### src/rtl/zanagotchi_pkg.sv
// Shared Zanagotchi definitions: pet state codes, attribute limits and saturating helpers.
package zanagotchi_pkg;

  localparam logic [3:0] EST_PARADO    = 4'd0;
  localparam logic [3:0] EST_COMENDO   = 4'd1;
  localparam logic [3:0] EST_BRINCANDO = 4'd2;
  localparam logic [3:0] EST_DORMINDO  = 4'd3;
  localparam logic [3:0] EST_MORTO     = 4'd4;

  localparam logic [7:0] FOME_INI  = 8'h40;
  localparam logic [7:0] FELIC_INI = 8'hC0;
  localparam logic [7:0] SONO_INI  = 8'h40;

  localparam logic [7:0] ATR_MAX = 8'd255;
  localparam logic [7:0] ATR_MIN = 8'd0;

  // The 9th bit of the intermediate flags overflow (add) or borrow (sub).
  function automatic logic [7:0] sat_add(input logic [7:0] a, input logic [7:0] d);
    logic [8:0] s;
    s = {1'b0, a} + {1'b0, d};
    return s[8] ? ATR_MAX : s[7:0];
  endfunction

  function automatic logic [7:0] sat_sub(input logic [7:0] a, input logic [7:0] d);
    logic [8:0] s;
    s = {1'b0, a} - {1'b0, d};
    return s[8] ? ATR_MIN : s[7:0];
  endfunction

endpackage

### src/rtl/divisor_tick.sv
// Free-running prescaler: one-cycle tick every DIV clocks, first tick DIV cycles after reset.
module divisor_tick #(
  parameter int unsigned DIV = 25_000_000
) (
  input  logic clk,
  input  logic rst_n,
  output logic tick
);

  localparam int unsigned W = (DIV > 2) ? $clog2(DIV) : 1;
  localparam logic [W-1:0] CNT_MAX = W'(DIV - 1);

  logic [W-1:0] cnt_r;

  assign tick = (cnt_r == CNT_MAX);

  // Count 0..DIV-1 and wrap.
  always_ff @(posedge clk or negedge rst_n) begin
    if (!rst_n) begin
      cnt_r <= {W{1'b0}};
    end else if (tick) begin
      cnt_r <= {W{1'b0}};
    end else begin
      cnt_r <= cnt_r + W'(1);
    end
  end

endmodule

### src/rtl/controlador_vitais.sv
// Vital-sign engine: per-tick saturating update of hunger, happiness and tiredness, sticky death.
module controlador_vitais
  import zanagotchi_pkg::*;
#(
  parameter int unsigned TICK_DIV     = 25_000_000,
  parameter int unsigned PASSO_LENTO  = 1,
  parameter int unsigned PASSO_RAPIDO = 8
) (
  input  logic       clk,
  input  logic       rst_n,
  input  logic [3:0] estado,
  output logic [7:0] fome,
  output logic [7:0] felicidade,
  output logic [7:0] sono,
  output logic       morreu
);

  localparam logic [7:0] PASSO_L = 8'(PASSO_LENTO);
  localparam logic [7:0] PASSO_R = 8'(PASSO_RAPIDO);

  logic       tick_s;
  logic [7:0] fome_nxt_s;
  logic [7:0] felic_nxt_s;
  logic [7:0] sono_nxt_s;
  logic       fatal_s;
  logic       morreu_nxt_s;

  divisor_tick #(.DIV(TICK_DIV)) u_divisor_tick (
    .clk   (clk),
    .rst_n (rst_n),
    .tick  (tick_s)
  );

  // Next attribute values; estado only matters in a live tick cycle. 2L is two chained saturating steps.
  always_comb begin
    fome_nxt_s  = fome;
    felic_nxt_s = felicidade;
    sono_nxt_s  = sono;
    if (tick_s && !morreu) begin
      case (estado)
        EST_COMENDO: begin
          fome_nxt_s = sat_sub(fome, PASSO_R);
          sono_nxt_s = sat_add(sono, PASSO_L);
        end
        EST_BRINCANDO: begin
          fome_nxt_s  = sat_add(sat_add(fome, PASSO_L), PASSO_L);
          felic_nxt_s = sat_add(felicidade, PASSO_R);
          sono_nxt_s  = sat_add(sat_add(sono, PASSO_L), PASSO_L);
        end
        EST_DORMINDO: begin
          fome_nxt_s = sat_add(fome, PASSO_L);
          sono_nxt_s = sat_sub(sono, PASSO_R);
        end
        EST_MORTO: begin
          fome_nxt_s = fome;
        end
        default: begin
          fome_nxt_s  = sat_add(fome, PASSO_L);
          felic_nxt_s = sat_sub(felicidade, PASSO_L);
          sono_nxt_s  = sat_add(sono, PASSO_L);
        end
      endcase
    end else begin
      fome_nxt_s = fome;
    end
  end

  assign fatal_s      = (fome_nxt_s == ATR_MAX) || (felic_nxt_s == ATR_MIN) || (sono_nxt_s == ATR_MAX);
  assign morreu_nxt_s = morreu || (tick_s && fatal_s);

  // Attribute and death registers.
  always_ff @(posedge clk or negedge rst_n) begin
    if (!rst_n) begin
      fome       <= FOME_INI;
      felicidade <= FELIC_INI;
      sono       <= SONO_INI;
      morreu     <= 1'b0;
    end else begin
      fome       <= fome_nxt_s;
      felicidade <= felic_nxt_s;
      sono       <= sono_nxt_s;
      morreu     <= morreu_nxt_s;
    end
  end

endmodule

### config.mk
export PLATFORM = sky130hd
export DESIGN_NAME = controlador_vitais
export DESIGN_NICKNAME = d
export VERILOG_FILES = /design/src/rtl/zanagotchi_pkg.sv /design/src/rtl/divisor_tick.sv /design/src/rtl/controlador_vitais.sv
export SDC_FILE = /design/constraint.sdc
export NUM_CORES = 1
export LEC_CHECK = 0
export ABC_AREA = 1
export CAP_MARGIN = 10
export CORE_ASPECT_RATIO = 1.5
export CORE_MARGIN = 2
export CORE_UTILIZATION = 30
export DETAILED_ROUTE_END_ITERATION = 6
export RECOVER_POWER = 100
export SYNTH_ARGS = -nofsm -noshare
export SYNTH_HDL_FRONTEND = slang
export SYNTH_SLANG_ARGS = --single-unit
### constraint.sdc
create_clock -name clk -period 3.6 [get_ports clk]
set_input_delay 1.08 -clock clk [delete_from_list [all_inputs] [get_ports clk]]
set_output_delay 1.08 -clock clk [all_outputs]
set_load 0.005 [all_outputs]
* Yosys cells after proc, flatten, opt, wreduce, memory -nomap -nowiden
Index checks and enable logic that the tools add are counted.
** Cells by class
- Add/subtract/negate cells :: 9
- Equal/unequal tests :: 7
- Mux-type cells :: 15
- Reduce and logical (&&, ||, !) cells :: 8
** Operators with widths (count)
- 2-to-1 mux 8 bit :: 11
- case mux 8 bit (3 select lines) :: 2
- adder 8 x 1 -> 9 bit, second input constant :: 4
- adder 25 x 1 -> 25 bit, second input constant :: 1
- == test 25 bit, second input constant :: 1
- 2-to-1 mux 25 bit :: 1
- subtractor 8 x 4 -> 9 bit, second input constant :: 2
- == test 8 bit, second input constant :: 2
- case mux 8 bit (2 select lines) :: 1
- adder 8 x 4 -> 9 bit, second input constant :: 1
- subtractor 8 x 1 -> 9 bit, second input constant :: 1
- == test 4 x 2 -> 1 bit, second input constant :: 2
- zero test 8 bit :: 1
- == test 4 x 1 -> 1 bit, second input constant :: 1
- == test 4 x 3 -> 1 bit, second input constant :: 1
- logical OR 1 bit :: 3
- OR reduction 3 bit :: 1
- logical AND 1 bit :: 2
- zero test 1 bit :: 1
** Storage, ports and cells
- Register bits :: 50
- Logic and storage cells :: 44

* Longest topological paths before layout
Gate-level depths: netlist of the first run.
- Word-level depth :: 11
- Gate-level depth with buffers :: 22

* Hierarchy
A second synthesis of the first run with hierarchy kept.
** Unflattened totals
- Cells, all modules :: 675
- Area, all modules :: 4480.5 um^2
** Modules (own cells, without submodules)
- controlador_vitais :: times used 1, cells an instance 461, area an instance 2901.5 um^2
- divisor_tick :: times used 1, cells an instance 214, area an instance 1579.0 um^2

* Worst setup path before layout of the first run
OpenSTA, ideal clock, no wires.
- Path kind :: input to register
- Start :: in estado[0]
- End :: reg morreu
- Arrival time :: 2504 ps
- Slack :: 1029 ps
- Stages on the path :: 16
- Path through :: inv_1 -> nand4_2 -> nand2_1 -> or2_2 -> clkbuf_1 -> nand2_1 -> o21ai_0 -> a21oi_1 -> nand2_1 -> nand2_1 -> nand2_1 -> nor2_1 -> nand2_1 -> nand3_1 -> nand2_1 -> nand2_1
** Between the ends
- Cells in the longest elaborated chain, start to end :: 9
- Elaborated cells between the ends (all ways) :: 18
- Those cells by class :: 6 x eq/ne; 6 x mux; 6 x reduce/logical
** RTL lines
- from (decl) :: RTL line controlador_vitais.sv:11 : input logic [3:0] estado,
- == test 4 x 3 -> 1 bit, or another cell as far along :: RTL line controlador_vitais.sv:40 : case (estado)
- OR reduction 3 bit (no source line)
- case mux 8 bit (2 select lines) :: RTL line controlador_vitais.sv:40
- 2-to-1 mux 8 bit :: RTL line controlador_vitais.sv:39 : if (tick_s && !morreu) begin
- zero test 8 bit :: RTL line controlador_vitais.sv:68 : assign fatal_s = (fome_nxt_s == ATR_MAX) || (felic_nxt_s == ATR_MIN) || (sono_nxt_s == ATR_MAX);
- logical OR 1 bit :: RTL line controlador_vitais.sv:68
- logical OR 1 bit (*) :: RTL line controlador_vitais.sv:68
- logical AND 1 bit (*) :: RTL line controlador_vitais.sv:69 : assign morreu_nxt_s = morreu || (tick_s && fatal_s);
- logical OR 1 bit (*) :: RTL line controlador_vitais.sv:69
- net morreu_nxt_s :: RTL line controlador_vitais.sv:26 : logic morreu_nxt_s;
- to (signal assigned) :: RTL line controlador_vitais.sv:82 : morreu <= morreu_nxt_s;
- to (decl) :: RTL line controlador_vitais.sv:15 : output logic morreu
The timed path passes the listed nets; every way through them passes the cells marked *.

* Final worst setup path of the first run
- Start :: in estado[0]
- End :: reg morreu
** Between the ends
- Cells in the longest elaborated chain, start to end :: 9
- Elaborated cells between the ends (all ways) :: 18
- Those cells by class :: 6 x eq/ne; 6 x mux; 6 x reduce/logical
** RTL lines
- == test 4 x 3 -> 1 bit, or another cell as far along :: RTL line controlador_vitais.sv:40
- OR reduction 3 bit (no source line)
- case mux 8 bit (2 select lines) (*) :: RTL line controlador_vitais.sv:40
- 2-to-1 mux 8 bit (*) :: RTL line controlador_vitais.sv:39
- net felic_nxt_s[3] :: RTL line controlador_vitais.sv:23 : logic [7:0] felic_nxt_s;
- zero test 8 bit (*) :: RTL line controlador_vitais.sv:68
- logical OR 1 bit (*) (2 in a row) :: RTL line controlador_vitais.sv:68
- logical AND 1 bit (*) :: RTL line controlador_vitais.sv:69
- logical OR 1 bit (*) :: RTL line controlador_vitais.sv:69
- net morreu_nxt_s :: RTL line controlador_vitais.sv:26
Marked as above.

==> results of run 1 <==
where the power goes:
group / leakage, nW / switching, mW / internal (mW)
clock network: 0.0971 / 0.210 / 0.417
logic: 1.78 / 0.0393 / 0.0167
registers: 0.607 / 0.0000743 / 0.562
total: 2.48 / 0.249 / 0.995
worst register-to-register path, cell delays in order (launching register included):
cell and delay (ps):
dfrtp_1 370, ha_1 210, nand2_2 60, nor2_1 220, nand2_1 210, nor3_1 340, nand3_2 470, inv_1 260
o21ai_0 140, nand2_1 80, o21ai_0 120, nand2_1 110, nor3_2 40, nand2_1 60, nand3_1 70, nand2_1 60
nand2_1 40
through the flow:
step                hold slack, ps  cell area [um2]  utilization, %  std cells
finish                         470             4840            34.9        844
global placement               468             4690            33.9        836
CTS                            476             4890            35.3        844
detailed placement             467             4690            33.9        836
global route                   484             4840            34.9        844
floorplan                      433             4210               -        646
registers in the layout, summed over array words and instances, names as in the netlist:
register              flops
felicidade                8
sono                      8
u_divisor_tick.cnt_r     25
fome                      8
morreu                    1
logic make-up after synthesis:
family | after synthesis | share of synthesized area [%]
AOI/OAI and AO/OA | 82 | 11.1
xor gates and xnor gates | 21 | 4.37
buffers and inverters | 101 | 9.40
adders and majority gates | 12 | 3.57
DFF | 50 | 29.9
and+or+nand+nor | 380 | 41.7
final cells by class:
class	instances	area share (%)
multi-input combinational	495	51.8
sequential	50	26.0
inverter	92	7.24
timing repair buffer	34	6.64
tap	165	4.27
clock buffer	6	2.87
clock inverter	2	1.24
synthesized netlist by cell type, types with 2 or more instances:
master | instances | area (um2)
nor2_2 | 7 | 43.8
o21ai_1 | 10 | 50.1
nand2_2 | 11 | 68.8
or2_2 | 2 | 12.5
ha_1 | 12 | 150
o22ai_1 | 2 | 12.5
inv_1 | 82 | 308
clkbuf_1 | 4 | 15.0
xnor2_1 | 6 | 52.6
o21ai_2 | 2 | 17.5
dfstp_2 | 4 | 105
a21oi_1 | 30 | 150
nand3_1 | 40 | 200
a31oi_1 | 5 | 31.3
nand2_1 | 200 | 751
nor3_1 | 7 | 35.0
nor4_2 | 2 | 25.0
dfrtp_1 | 46 | 1150
nor4_1 | 3 | 18.8
o21ai_0 | 23 | 115
o21bai_1 | 2 | 15.0
nor3_2 | 7 | 70.1
nand3_2 | 8 | 80.1
inv_2 | 9 | 33.8
buf_2 | 3 | 15.0
nor2_1 | 68 | 255
o21a_1 | 2 | 15.0
xor2_1 | 15 | 131
nand4_1 | 16 | 100
nor2_4 | 2 | 22.5
buf_4 | 2 | 15.0
nand2_4 | 2 | 22.5
layer usage:
metal	global-route usage, %	vias to the layer above
met4	7.74	0
met3	2.01	31
met2	31.1	78
met1	16.9	1879
li1	-	2135
met5	0	-
worst min-delay path by stage:
stage                     depth (start not counted)                      end
after detailed placement                          1  u_divisor_tick.cnt_r[0]
after global placement                            1  u_divisor_tick.cnt_r[0]
after CTS                                         1  u_divisor_tick.cnt_r[0]
after floorplan                                   1  u_divisor_tick.cnt_r[0]
final                                             1  u_divisor_tick.cnt_r[0]
after global routing                              1  u_divisor_tick.cnt_r[0]
==> results.sh, run 1 <==
export IMPL_grt_pass1_vias=4259
export IMPL_wl_met2_mm=6.28
export IMPL_startpoint="estado[0]"
export IMPL_nets=696
export IMPL_met1_length_mm=4.31
export IMPL_synth_cell_types=44
export IMPL_total_power_mw=1.24
export IMPL_grt_start_max_net_pins=28
export IMPL_clk_pin_slew_worst_paths_ps=70
export IMPL_worst_path_max_fanout=10
export IMPL_period_needed_ps=3190
export IMPL_max_vdd_ir_drop_v=0.000211
export IMPL_crit_type="primary input to register"
export IMPL_vias=4123
export IMPL_multi_input_area_um2=2510
export IMPL_slowest_stage="dlygate4sd3_1"
export IMPL_die_w_um=101
export IMPL_gr_usage_all_layers_pct=16.2
export IMPL_core_um2=13900
export IMPL_postSynthCellCount=646
export IMPL_die_y_um=149
export IMPL_hold_buffers=0
export IMPL_async_flop_share_pct=100
export IMPL_final_setup_viol_count=0
export IMPL_dr_pass1_iters=4
export IMPL_fin_skew_ps=8.77
export IMPL_drt_initial_drc_count=223
export IMPL_detailed_place_hpwl_mm=9.17
export IMPL_post_route_period_util_pct=88.5
export IMPL_fin_setup_tns_ps=0
export IMPL_crit_top_cell="nand2_1"
export IMPL_htreeDepth=2
export IMPL_fmax_ghz=0.314
export IMPL_worstPathRequired_ps=3780
export IMPL_reg2reg_slack_ps=620
export IMPL_avgSynthCellArea_um2=6.51
export IMPL_fill_cells=1500
export IMPL_cp_top_family="simple AND/OR/NAND/NOR gates"
export IMPL_seq_area_frac_synth_pct=29.9
export IMPL_ctsResizeCount=0
export IMPL_layout_commonest_cell="nand2_1"
export IMPL_grt_overflow=0
export IMPL_maxSlewViolCount=0
export IMPL_cap_violations=0
export IMPL_outcome="finished clean"
export IMPL_place_ws_ps=185
export IMPL_worst_slew_pin_slew_ps=1300
export IMPL_met3_length_um=303
export IMPL_io_pins=31
export IMPL_path_depth=16
export IMPL_rows=53
export IMPL_antenna_found_initial=0
export IMPL_ys_flop_type="dfrtp_1"
export IMPL_critPathBufInv=4
export IMPL_highest_layer="met4"
export IMPL_grt_pass1_wl_mm=19.7
export IMPL_ff2ff_path_depth=16
export IMPL_gp_congestion=0.886
export IMPL_worst_slack_ps=414
export IMPL_initial_core_util_pct=30.4
export IMPL_r2r_start="u_divisor_tick.cnt_r[0]"
export IMPL_rsz0062_at_grt="false"
export IMPL_area_growth_syn_to_layout_pct=15.1
export IMPL_min_from="u_divisor_tick.cnt_r[0]"
export IMPL_root_buffer="clkbuf_16"
export IMPL_cts_tree="done"
export IMPL_cts_setup_buffers=0
export IMPL_critPathCapture="morreu"
export IMPL_finalHoldViolCount=0
export IMPL_reg2reg_to="morreu"
export IMPL_route_detailed_drc=0
export IMPL_hp_class="register to register"
export IMPL_drive_above_1_share_pct=8.54
export IMPL_antennaDiodeCount=0
export IMPL_netlist_area_um2=4210
export IMPL_layout_common_cells="201 x nand2_1, 84 x inv_1, 72 x nor2_1"
export IMPL_wirelength_mm=11.4
export IMPL_routedWlPerCell_um=13.5
export IMPL_synth_nets=664
export IMPL_clk_latency_ps=290
export IMPL_max_slew_margin_rel_pct=13.1
export IMPL_path_cells="dlygate4sd3_1, inv_1, nand4_2, nand2_1, nor2_1, nand2_1, inv_1, o21ai_0, nand3_1, o21ai_0, inv_1, nor3_2, nand2_1, nand3_1, nand2_1, nand2_1"
export IMPL_seq_area_um2=1260
export IMPL_ant_nets=0
export IMPL_power_density_nw_per_um2=257
export IMPL_synth_edf_count=0
export IMPL_leakagePower_nw=2.48
export IMPL_ys_seq_elements=50
export IMPL_cp_start_kind="primary input"
export IMPL_die_area_um2=15000
export IMPL_io_buffers=30
export IMPL_cts_made_buffers=5
export IMPL_crit_path_max_incr_delay_ps=560
export IMPL_critPathArrivalTime_ps=3360
export IMPL_clkSinkCount=50
export IMPL_yosys_warnings=0
export IMPL_cts_max_path_buffers=2
export IMPL_routed_via_density=4.89
export IMPL_end_kind="register"
No activity file was read; power rests on OpenSTA's default activity.
==> inputs of run 2 (changes only) <==
--- a/config.mk
+++ b/config.mk
@@ -12,6 +12,7 @@
 export CORE_UTILIZATION = 30
 export DETAILED_ROUTE_END_ITERATION = 6
 export RECOVER_POWER = 100
+export SKIP_CTS_REPAIR_TIMING = 1
 export SYNTH_ARGS = -nofsm -noshare
 export SYNTH_HDL_FRONTEND = slang
 export SYNTH_SLANG_ARGS = --single-unit
==> constraint.sdc (replaced) <==
create_clock -name clk -period 2.65 [get_ports clk]
set_input_delay 0.795 -clock clk [delete_from_list [all_inputs] [get_ports clk]]
set_output_delay 0.795 -clock clk [all_outputs]
set_load 0.005 [all_outputs]
==> run 2 against run 1 <==
  * Sequential share of layout area is 2.3 points lower
  * Register-to-register slack worse by 450 ps
  * Non-clock buffer count is 57 higher
  * Setup slack worse by 360 ps
  * Hold slack worse by 11 ps
  * Count of clock-buffer cells in the layout stayed put
  * Power is 29% higher
  * Die area stayed put
  * Critical path type unchanged
  * Largest cell class unchanged
==> results.sh, run 2 (same netlist as run 1, synthesis figures left out) <==
export IMPL_netSwitchingFraction_pct=22.5
export IMPL_wirelength_mm=12.0
export IMPL_gp_congestion=0.908
export IMPL_io_buffers=30
export IMPL_vias=4355
export IMPL_hp_class="register to register"
export IMPL_routedWlPerCell_um=13.3
export IMPL_detailed_place_hpwl_mm=9.69
export IMPL_antenna_found_initial=0
export IMPL_worst_path_max_fanout=6
export IMPL_slowest_stage="clkdlybuf4s50_1"
export IMPL_maxSlewViolCount=0
export IMPL_fin_skew_ps=9.87
export IMPL_postLayoutCoreUtil_pct=38.4
export IMPL_holdWs_ps=459
export IMPL_dr_pass1_iters=4
export IMPL_core_um2=13900
export IMPL_crit_top_cell="nand2_1"
export IMPL_grt_overflow=0
export IMPL_end_kind="register"
export IMPL_fmax_ghz=0.385
export IMPL_worst_slack_ps=53.3
export IMPL_clk_pin_slew_worst_paths_ps=70
export IMPL_cts_made_buffers=5
export IMPL_cp_start_kind="primary input"
export IMPL_final_setup_viol_count=0
export IMPL_routed_via_density=4.83
export IMPL_ant_nets=0
export IMPL_wl_met2_mm=6.63
export IMPL_root_buffer="clkbuf_16"
export IMPL_max_slew_margin_rel_pct=13.0
export IMPL_power_frac_clock_pct=46.7
export IMPL_post_route_period_util_pct=98.0
export IMPL_cap_violations=0
export IMPL_path_cells="clkdlybuf4s50_1, inv_1, nand4_2, nand2_1, or2_2, nand2_1, o21ai_0, a21oi_1, nand2_1, nand2_1, nand2_1, nor2_1, nand2_1, nand3_1, nand2_1, nand2_1"
export IMPL_drt_initial_drc_count=225
export IMPL_antennaDiodeCount=0
export IMPL_area_growth_syn_to_layout_pct=26.4
export IMPL_die_w_um=101
export IMPL_rsz0062_at_grt="true"
export IMPL_grt_pass1_vias=4361
export IMPL_worst_slew_pin_slew_ps=1300
export IMPL_total_power_mw=1.61
export IMPL_met3_length_um=211
export IMPL_htreeDepth=2
export IMPL_nets=753
export IMPL_crit_path_max_incr_delay_ps=500
export IMPL_die_y_um=149
export IMPL_met1_length_mm=4.60
export IMPL_drive_above_1_share_pct=17.7
export IMPL_layout_common_cells="200 x nand2_1, 82 x inv_1, 64 x nor2_1"
export IMPL_cts_max_path_buffers=2
export IMPL_place_ws_ps=-235
export IMPL_p_comb_share_pct=5.9
export IMPL_rows=53
export IMPL_power_density_nw_per_um2=303
export IMPL_critPathArrivalTime_ps=2840
export IMPL_initial_core_util_pct=30.4
export IMPL_max_vdd_ir_drop_v=0.000214
export IMPL_clk_latency_ps=300
export IMPL_worstPathRequired_ps=2890
export IMPL_largest_reg_flops=25
export IMPL_highest_layer="met4"
export IMPL_p_int_mw=1.25
export IMPL_regMostFlops="u_divisor_tick.cnt_r"
export IMPL_grt_start_max_net_pins=25
export IMPL_gr_usage_all_layers_pct=16.7
export IMPL_route_detailed_drc=0
export IMPL_leakagePower_nw=2.70
export IMPL_clkSinkCount=50
export IMPL_cts_tree="done"
export IMPL_outcome="finished clean"
export IMPL_layout_commonest_cell="nand2_1"
export IMPL_p_seq_share_pct=47.4
export IMPL_period_needed_ps=2600
export IMPL_io_pins=31
export IMPL_grt_pass1_wl_mm=19.9
export IMPL_crit_type="primary input to register"
export IMPL_die_area_um2=15000
export IMPL_p_sw_uw=363
export IMPL_finalHoldViolCount=0
run 2: routing by layer:
layer  vias up  global-route usage (%)
li1       2250                       -
met1      2006                    16.5
met2        64                    32.5
met3        35                    1.97
met4         0                    9.45
met5         -                       0
run 2: worst paths after layout:
kind	from	endpoint	slack (ps)	cells after the start
hold reg to reg	u_divisor_tick.cnt_r[0]	u_divisor_tick.cnt_r[0]	460	1
max in group asynchronous	rst_n	fome[2]	570	2
setup reg to reg	sono[6]	morreu	170	18
hold / removal	u_divisor_tick.cnt_r[0]	u_divisor_tick.cnt_r[0]	460	1
min in group asynchronous	rst_n	sono[7]	760	1
setup / recovery	estado[0]	morreu	50	16
run 2: critical path: cells and delay by family:
kind | cells | cell delay [ps]
AND/OR/NAND/NOR | 12 | 1270
buffers and inverters | 2 | 570
AO/OA/AOI/OAI | 2 | 190
run 2: power groups by stage:
| stage | Sequential, mW | Clock (mW) | Combinational, mW |
|---|---|---|---|
| after floorplan | 0.778 | 0 | 0.0410 |
| after global placement | 0.778 | 0 | 0.0960 |
| after detailed placement | 0.778 | 0 | 0.0965 |
| after CTS | 0.763 | 0.773 | 0.0967 |
| after global routing | 0.763 | 0.803 | 0.108 |
| final | 0.763 | 0.751 | 0.0954 |
run 2: final cells by class:
type / count / area [um2]
fill: 1456 / 8540
tap: 165 / 206
clock inverter: 2 / 37.5
sequential: 50 / 1260
multi-input combinational: 495 / 2610
inverter: 92 / 350
clock buffer: 6 / 129
timing repair buffer: 91 / 727
run 2: metrics by stage:
step / area [um2] / TNS [ps] / std cells
6_report: 5320 / 0 / 901
4_1_cts: 5290 / 0 / 900
3_3_place_gp: 5130 / -244 / 892
5_1_grt: 5320 / -48.1 / 901
3_5_place_dp: 5130 / -235 / 892
2_1_floorplan: 4210 / 0 / 646
==> inputs of run 3 (changes only) <==
--- a/config.mk
+++ b/config.mk
@@ -13,6 +13,8 @@
 export DETAILED_ROUTE_END_ITERATION = 6
 export RECOVER_POWER = 100
 export SKIP_CTS_REPAIR_TIMING = 1
+export SKIP_LAST_GASP = 1
+export SLEW_MARGIN = 40
 export SYNTH_ARGS = -nofsm -noshare
 export SYNTH_HDL_FRONTEND = slang
 export SYNTH_SLANG_ARGS = --single-unit
==> run 3 against run 2 <==
  * Largest power group unchanged
  * Count of clock-buffer cells in the layout is the same
  * Setup slack better by 7.3 ps
  * Routed wire length increased by 0.13%
  * Via count fell by 0.21%
  * Critical path depth stayed put
  * Non-clock buffer count unchanged
  * Final cell count unchanged
  * Clock power hardly changed
  * Maximum frequency is 0.28% higher
  * Hold slack is essentially flat
  * Die area unchanged
==> results.sh, run 3 (same netlist as run 1, synthesis figures left out) <==
export IMPL_antennaDiodeCount=0
export IMPL_layout_commonest_cell="nand2_1"
export IMPL_grt_start_max_net_pins=25
export IMPL_leakagePower_nw=2.70
export IMPL_largest_reg_flops=25
export IMPL_crit_type="primary input to register"
export IMPL_grt_pass1_vias=4361
export IMPL_worst_slew_pin_slew_ps=1340
export IMPL_route_detailed_drc=0
export IMPL_postLayoutCoreUtil_pct=38.3
export IMPL_power_density_nw_per_um2=302
export IMPL_total_power_mw=1.61
export IMPL_ant_nets=0
export IMPL_routedWlPerCell_um=13.3
export IMPL_worstPathRequired_ps=2890
export IMPL_htreeDepth=2
export IMPL_nets=753
export IMPL_die_area_um2=15000
export IMPL_detailed_place_hpwl_mm=9.69
export IMPL_grt_pass1_wl_mm=19.9
export IMPL_min_from="u_divisor_tick.cnt_r[0]"
export IMPL_startpoint="estado[0]"
export IMPL_p_sw_uw=360
export IMPL_max_slew_margin_rel_pct=10.8
export IMPL_gp_congestion=0.908
export IMPL_finalHoldViolCount=0
export IMPL_r2r_start="fome[1]"
export IMPL_p_int_mw=1.25
export IMPL_critPathArrivalTime_ps=2830
export IMPL_grt_overflow=0
export IMPL_fmax_ghz=0.386
export IMPL_holdWs_ps=459
export IMPL_clk_latency_ps=300
export IMPL_worst_path_max_fanout=6
export IMPL_cts_made_buffers=5
export IMPL_routed_via_density=4.82
export IMPL_cp_start_kind="primary input"
export IMPL_core_um2=13900
export IMPL_rows=53
export IMPL_area_growth_syn_to_layout_pct=26.3
export IMPL_post_route_period_util_pct=97.7
export IMPL_root_buffer="clkbuf_16"
export IMPL_netSwitchingFraction_pct=22.4
export IMPL_fill_cells=1458
export IMPL_drive_above_1_share_pct=17.5
export IMPL_vias=4346
export IMPL_initial_core_util_pct=30.4
export IMPL_outcome="finished clean"
export IMPL_clk_pin_slew_worst_paths_ps=70
export IMPL_layout_common_cells="200 x nand2_1, 82 x inv_1, 64 x nor2_1"
export IMPL_fin_setup_tns_ps=0
export IMPL_maxSlewViolCount=0
export IMPL_die_w_um=101
export IMPL_clkSinkCount=50
export IMPL_regMostFlops="u_divisor_tick.cnt_r"
export IMPL_hp_class="register to register"
export IMPL_io_buffers=30
export IMPL_final_setup_viol_count=0
export IMPL_die_y_um=149
export IMPL_io_pins=31
export IMPL_antenna_found_initial=0
export IMPL_p_seq_share_pct=47.5
export IMPL_dr_pass1_iters=4
export IMPL_period_needed_ps=2590
export IMPL_drt_initial_drc_count=240
export IMPL_cts_tree="done"
export IMPL_fin_skew_ps=9.58
export IMPL_p_comb_share_pct=6.0
export IMPL_gr_usage_all_layers_pct=16.7
export IMPL_max_vdd_ir_drop_v=0.000215
export IMPL_power_frac_clock_pct=46.6
export IMPL_rsz0062_at_grt="true"
export IMPL_cts_max_path_buffers=2
export IMPL_end_kind="register"
export IMPL_cap_violations=0
export IMPL_wirelength_mm=12.0
run 3: cell types whose count changed in the layout (fill, tap and decap cells not counted):
cell,before,now
a21oi_1,29,30
a21oi_2,2,1
o21ai_0,24,25
o21ai_1,9,8
run 3: layout make-up:
cell class | count | area, um2 | share of cell area [%]
clock buffers | 6 | 129 | 2.43
clock inverters | 2 | 37.5 | 0.707
inverters | 92 | 350 | 6.59
multi-input cells | 495 | 2610 | 49.1
flip-flops and latches | 50 | 1260 | 23.6
well taps | 165 | 206 | 3.89
repair buffers | 91 | 727 | 13.7
run 3: worst max-delay path, cell delays in order:
cell and delay, ps:
clkdlybuf4s50_1 500, inv_1 70, nand4_2 110, nand2_1 140
or2_2 370, nand2_1 70, o21ai_0 70, a21oi_1 120
nand2_1 60, nand2_1 80, nand2_1 60, nor2_1 110
nand2_1 60, nand3_1 80, nand2_1 50, nand2_1 60
run 3: power groups by stage:
stage	Combinational [mW]	Sequential [mW]	Clock (mW)
2_1_floorplan	0.0410	0.778	0
3_3_place_gp	0.0960	0.778	0
3_5_place_dp	0.0965	0.778	0
4_1_cts	0.0967	0.763	0.773
5_1_grt	0.108	0.763	0.803
6_report	0.0956	0.763	0.748
run 3: final timing paths:
check                                          end  slack, ps  depth (start not counted)
setup / recovery                            morreu         60                         16
hold / removal             u_divisor_tick.cnt_r[0]        460                          1
setup reg to reg                            morreu        160                         22
hold reg to reg            u_divisor_tick.cnt_r[0]        460                          1
max in group asynchronous                  fome[2]        540                          2
min in group asynchronous                  sono[5]        770                          1
run 3: through the flow:
stage / instances / instance area [um2] / setup WS [ps]
after global routing: 901 / 5310 / -48.5
after floorplan: 646 / 4210 / 352
after CTS: 900 / 5290 / 63.6
after global placement: 892 / 5130 / -244
after detailed placement: 892 / 5130 / -235
final: 901 / 5310 / 60.6
run 3: per-layer routing:
layer | track usage, % | up-vias | routed length (um)
li1 | - | 2249 | -
met1 | 16.5 | 1986 | 4600
met2 | 32.5 | 72 | 6550
met3 | 1.97 | 39 | 229
met4 | 9.45 | 0 | 600
met5 | 0 | - | 0
